### src/rtl/clk_gen_prog_pkg.sv
// Shared types and helpers for the programmable clock/pulse generator.
// CFG_CNT_W fixes the counter width carried in ch_cfg_t; the top's CNT_W must match it.
package clk_gen_prog_pkg;

   localparam int CFG_CNT_W = 16;

   typedef enum logic [1:0] {IDLE, PHASE, HIGH, LOW} ch_state_t;

   typedef struct packed {
      logic [CFG_CNT_W-1:0] period;
      logic [CFG_CNT_W-1:0] high;
      logic [CFG_CNT_W-1:0] phase;
   } ch_cfg_t;

   localparam logic [CFG_CNT_W-1:0] CNT_ONE = 1;

   // Only meaningful when has_low(cfg) is true.
   function automatic logic [CFG_CNT_W-1:0] low_time(input ch_cfg_t cfg);
      return cfg.period - cfg.high;
   endfunction

   function automatic logic has_low(input ch_cfg_t cfg);
      return cfg.high < cfg.period;
   endfunction

   // A zero high time still occupies one HIGH cycle so the FSM keeps cycling.
   function automatic logic [CFG_CNT_W-1:0] high_load(input ch_cfg_t cfg);
      return (cfg.high == '0) ? '0 : cfg.high - CNT_ONE;
   endfunction

   function automatic logic drives_high(input ch_cfg_t cfg);
      return (cfg.period != '0) && (cfg.high != '0);
   endfunction

endpackage

### src/rtl/clk_gen_prog_ch.sv
// One generator channel: state machine, down-counter, active/shadow settings
// with glitch-free handover at period boundaries, and rise edge detect.
module clk_gen_prog_ch
   import clk_gen_prog_pkg::*;
(
   input  logic    clk,
   input  logic    rst,
   input  logic    wr,
   input  ch_cfg_t cfg_in,
   input  logic    start,
   input  logic    stop,
   output logic    ready,
   output logic    clk_out,
   output logic    rise_tick,
   output logic    busy
);

   ch_state_t            state, state_n;
   logic [CFG_CNT_W-1:0] cnt, cnt_n;
   ch_cfg_t              act, act_n, shd, shd_n, base, eff;
   logic                 pend, pend_n;
   logic                 stop_pend, stop_pend_n;
   logic                 load_new;
   logic                 clk_out_n, clk_out_q;

   always_ff @(posedge clk) begin
      if (rst) begin
         state     <= IDLE;
         cnt       <= '0;
         act       <= '0;
         shd       <= '0;
         pend      <= 1'b0;
         stop_pend <= 1'b0;
         clk_out   <= 1'b0;
         clk_out_q <= 1'b0;
      end else begin
         state     <= state_n;
         cnt       <= cnt_n;
         act       <= act_n;
         shd       <= shd_n;
         pend      <= pend_n;
         stop_pend <= stop_pend_n;
         clk_out   <= clk_out_n;
         clk_out_q <= clk_out;
      end
   end

   always_comb begin
      state_n     = state;
      cnt_n       = cnt - CNT_ONE;
      stop_pend_n = stop_pend;
      load_new    = 1'b0;
      // An idle channel takes writes straight into its active settings,
      // so a same-cycle start already sees them through base.
      base = (state == IDLE && wr) ? cfg_in : act;
      eff  = pend ? shd : base;

      case (state)
         IDLE: begin
            cnt_n       = cnt;
            stop_pend_n = 1'b0;
            if (start && !stop) begin
               load_new = 1'b1;
               if (eff.phase == '0) begin
                  state_n = HIGH;
                  cnt_n   = high_load(eff);
               end else begin
                  state_n = PHASE;
                  cnt_n   = eff.phase - CNT_ONE;
               end
            end else begin
               load_new = pend;
            end
         end
         PHASE: begin
            if (stop) begin
               state_n  = IDLE;
               load_new = 1'b1;
            end else if (cnt == '0) begin
               state_n = HIGH;
               cnt_n   = high_load(act);
            end
         end
         HIGH: begin
            // A stop seen mid-pulse is remembered so the pulse is never truncated.
            if (stop) stop_pend_n = 1'b1;
            if (cnt == '0) begin
               if (stop || stop_pend) begin
                  state_n     = IDLE;
                  stop_pend_n = 1'b0;
                  load_new    = 1'b1;
               end else if (has_low(act)) begin
                  state_n = LOW;
                  cnt_n   = low_time(act) - CNT_ONE;
               end else begin
                  load_new = 1'b1;
                  cnt_n    = high_load(eff);
               end
            end
         end
         LOW: begin
            if (stop) begin
               state_n  = IDLE;
               load_new = 1'b1;
            end else if (cnt == '0) begin
               state_n  = HIGH;
               load_new = 1'b1;
               cnt_n    = high_load(eff);
            end
         end
         default: state_n = IDLE;
      endcase

      act_n  = load_new ? eff : base;
      shd_n  = shd;
      pend_n = pend;
      if (load_new) pend_n = 1'b0;
      if (wr && state != IDLE) begin
         shd_n  = cfg_in;
         pend_n = 1'b1;
      end
      clk_out_n = (state_n == HIGH) && drives_high(act_n);
   end

   assign ready     = !pend;
   assign busy      = (state != IDLE);
   assign rise_tick = clk_out & ~clk_out_q;

endmodule

### src/rtl/clk_gen_prog.sv
// Runtime-programmable multi-channel clock/pulse generator: NUM_CH independent
// channels sharing one configuration port, each with period/high/phase settings.
module clk_gen_prog
   import clk_gen_prog_pkg::*;
#(
   parameter int NUM_CH = 4,
   parameter int CNT_W  = 16,
   parameter int CH_W   = 2
) (
   input  logic              clk,
   input  logic              rst,
   input  logic              cfg_valid,
   output logic              cfg_ready,
   input  logic [CH_W-1:0]   cfg_ch,
   input  logic [CNT_W-1:0]  cfg_period,
   input  logic [CNT_W-1:0]  cfg_high,
   input  logic [CNT_W-1:0]  cfg_phase,
   input  logic [NUM_CH-1:0] start,
   input  logic [NUM_CH-1:0] stop,
   output logic [NUM_CH-1:0] clk_out,
   output logic [NUM_CH-1:0] rise_tick,
   output logic [NUM_CH-1:0] busy
);

   ch_cfg_t           cfg_in;
   logic [NUM_CH-1:0] ready;

   assign cfg_in = '{period: cfg_period, high: cfg_high, phase: cfg_phase};

   always_comb begin
      cfg_ready = 1'b0;
      for (int i = 0; i < NUM_CH; i++) begin
         if (cfg_ch == CH_W'(i)) cfg_ready = ready[i];
      end
   end

   for (genvar i = 0; i < NUM_CH; i++) begin : g_ch
      clk_gen_prog_ch u_ch (
         .clk       (clk),
         .rst       (rst),
         .wr        (cfg_valid && ready[i] && (cfg_ch == CH_W'(i))),
         .cfg_in    (cfg_in),
         .start     (start[i]),
         .stop      (stop[i]),
         .ready     (ready[i]),
         .clk_out   (clk_out[i]),
         .rise_tick (rise_tick[i]),
         .busy      (busy[i])
      );
   end

endmodule

### config.mk
export PLATFORM = sky130hd
export DESIGN_NAME = clk_gen_prog
export DESIGN_NICKNAME = d
export VERILOG_FILES = /design/src/rtl/clk_gen_prog_pkg.sv /design/src/rtl/clk_gen_prog_ch.sv /design/src/rtl/clk_gen_prog.sv
export SDC_FILE = /design/constraint.sdc
export NUM_CORES = 2
export LEC_CHECK = 0
export BUFFER_PORTS_ARGS = -buffer_cell sky130_fd_sc_hd__buf_4
export CAP_MARGIN = 15
export CORE_ASPECT_RATIO = 1.75
export CORE_MARGIN = 4
export CORE_UTILIZATION = 25
export DETAILED_ROUTE_END_ITERATION = 7
export PLACE_DENSITY_LB_ADDON = 0.3
export SETUP_SLACK_MARGIN = 0.15
export SLEW_MARGIN = 0
export SYNTH_ARGS = -nofsm -noshare
export SYNTH_HDL_FRONTEND = slang
export SYNTH_SLANG_ARGS = --single-unit
### constraint.sdc
create_clock -name clk -period 4.3 [get_ports clk]
set_input_delay 0.645 -clock clk [delete_from_list [all_inputs] [get_ports clk]]
set_output_delay 0.645 -clock clk [all_outputs]
set_load 0.05 [all_outputs]
==> flow_summary.toml <==
[critical_path]
required_ns = 4.77
cp_max_fo = 29
slowest_delay_ns = 0.60
cp-start-kind = "flop"
crit_slowest_cell = "or4_1"
crit_type = "reg2reg"
r2r_slack_ns = 0.47
r2r_cells = 12
arrival_ns = 4.30
path_cells = "inv_1 > ha_1 > or3b_2 > or4_1 > or4_1 > buf_4 > nand2_1 > o221a_2 > nand2_1 > buf_4 > nor2_1 > a311oi_1"
worstSetupEndpointType = "flop"

[yosys]
synth_top_area_cell = "dfxtp_1"
yosysMostFrequentCell = "nand2_1"
synthCells = 4792
syn-num-nets = 4997
yosysUniqueCellTypes = 97
ys_top_cells_by_count = "nand2_1, dfxtp_1, nor2_1, a21oi_1, clkbuf_1"
yosysTopAreaCellShare_pct = 27.4
async_flop_share_pct = 0
synth-edff-count = 0
yosysWarningCount = 0
synth_seq_cells = 472
syn_avg_cell_area_um2 = 7.19
netlist_top_cells_area = "dfxtp_1, nand2_1, a21oi_1, ha_1, nor2_1"
yosysSeqAreaShare_pct = 27.4
synth_flop_cell = "dfxtp_1"
syn_area_um2 = 34400

[sta]
worst_clock_skew_ns = 0.0529
setup_ws_ns = 0.466
drv_slew = 0
tightestPinTransition_ns = 1.11
fin_crit_ns = 3.83
whs_ns = 0.312
hold_viol = 0
rsz0062_at_grt = "false"
fmax_mhz = 261
setup_viol = 0
fin_crit_sh_pct = 89.2
fin_setup_tns_ns = 0
max-slew-margin-rel_pct = 26.0

[clocking]
clk_latency_ns = 0.67
postCtsHoldBufs = 0
cts_tree = "done"
clockRootBuffer = "clkbuf_16"
htree_levels = 2
cts_resized = 0
cts_made_buffers = 50
cts.sink_count = 472
clk_path_buf_depth = 3
cts_setup_buffers = 0
clk_pin_slew_worst_paths_ns = 0.07

[routing]
drc = 0
drtIter0Drc = 3267
ant_nets = 0
via_per_inst = 5.57
routedWlPerCell_um = 24.3
vias = 37387
routed_wl_um = 163000
dr.pass1.iters = 6

[global_route]
grt_pass1_vias = 36201
grt.overflow.total = 0
grt_util_met2_pct = 39.6
antenna_found_initial = 10
grt_pass1_wl_um = 239000
grt_usage_pct = 21.8
busiest_layer = "met2"
use_met1_pct = 23.2
grt_start_max_net_pins = 183
gr-usage-met3_pct = 2.73

[power]
ir_drop_uv = 309
leakage_nw = 14.8
power.density_nw_per_um2 = 543
power_mw = 21.8

[worst_hold_path]
hold_class = "in2reg"
min_path_cells = 3

[finish]
nFillCells = 14863
area_growth_pct = 16.4
drive_gt1_share_pct = 11.6
nets = 5067

[die]
fp.dieW_um = 289
ios = 74
coreArea_um2 = 136000
die_h_um = 499
die_area_um2 = 144000
initial_utilization_pct = 25.2
rows = 179

[status]
status = "finished clean"

[job]
maxCapViolCount = 0

[place]
portBuffers = 73
dpl_worst_slack_ns = 0.0581
gp_routability_congestion = 0.997
dpl.hpwl_um = 124000
[sequential cells by signal, summed over array words and instances, names as in the netlist]
register	flops
g_ch.u_ch.cnt	64
g_ch.u_ch.pend	4
g_ch.u_ch.state	8
g_ch.u_ch.clk_out_q	4
g_ch.u_ch.stop_pend	4
g_ch.u_ch.act	192
g_ch.u_ch.shd	192
g_ch.u_ch.clk_out	4
[layout make-up]
| class | count | area, um2 | share of cell area (%) |
|---|---|---|---|
| Clock inverter | 27 | 284 | 0.709 |
| Timing Repair Buffer | 394 | 3130 | 7.81 |
| Sequential cell | 472 | 9450 | 23.6 |
| Multi-Input combinational cell | 3752 | 22800 | 56.9 |
| Inverter | 192 | 721 | 1.80 |
| Clock buffer | 64 | 1400 | 3.50 |
| Tap cell | 1810 | 2260 | 5.65 |
| Antenna cell | 2 | 5.00 | 0.0125 |
[per-stage QoR]
stage	cells	utilization, %	cell area, um2
global placement	6619	28.1	38400
finish	6713	29.4	40100
floorplan	4792	-	34400
global route	6712	29.4	40100
CTS	6711	29.4	40100
detailed placement	6620	28.1	38400
[metal layers]
layer | up-vias | share of wire [%]
met5 | - | 0.050
li1 | 17497 | -
met4 | 12 | 8.2
met3 | 504 | 4.8
met1 | 17890 | 36
met2 | 1484 | 51
[logic make-up after synthesis]
| family | after synthesis | synth area share [%] |
|---|---|---|
| simple gates | 2001 | 27.4 |
| xor+xnor | 211 | 5.37 |
| flops | 472 | 27.4 |
| mux | 28 | 0.879 |
| buf+inv | 568 | 6.65 |
| compound gates | 1368 | 26.9 |
| fa+ha+maj | 144 | 5.32 |
[worst paths after layout]
kind,from,endpoint
max,g_ch[3].u_ch.cnt[0]$_SDFFE_PP0P_,g_ch[3].u_ch.act[42]$_SDFF_PP0_
min,cfg_phase[15],g_ch[3].u_ch.shd[15]$_SDFFE_PP0P_
max reg2reg,g_ch[3].u_ch.cnt[0]$_SDFFE_PP0P_,g_ch[3].u_ch.act[42]$_SDFF_PP0_
min reg2reg,g_ch[2].u_ch.shd[8]$_SDFFE_PP0P_,g_ch[2].u_ch.shd[8]$_SDFFE_PP0P_
[layout by cell type, fill, tap and decap left out, drive strengths merged, types with 117 or more instances in the layout]
| cell type | instances |
|---|---|
| xnor2 | 151 |
| a211oi | 124 |
| inv | 194 |
| nand2 | 825 |
| buf | 394 |
| a311oi | 117 |
| nor2 | 440 |
| a21oi | 399 |
| dfxtp | 472 |
| ha | 140 |
| o21ai | 204 |
[where the power goes]
group	switching, mW	total (mW)	internal (mW)
combinational	7.32	11.6	4.26
sequential	0.602	5.51	4.90
clock	2.13	4.69	2.56
total	10.1	21.8	11.7
[worst max-delay path, delay by kind of cell, from the launching register on]
kind	cells	cell delay (ns)
compound gates	2	0.37
flops	1	0.33
buf+inv	3	0.53
simple gates	6	2.21
fa+ha+maj	1	0.20
Power figures use the tool's default switching activity.
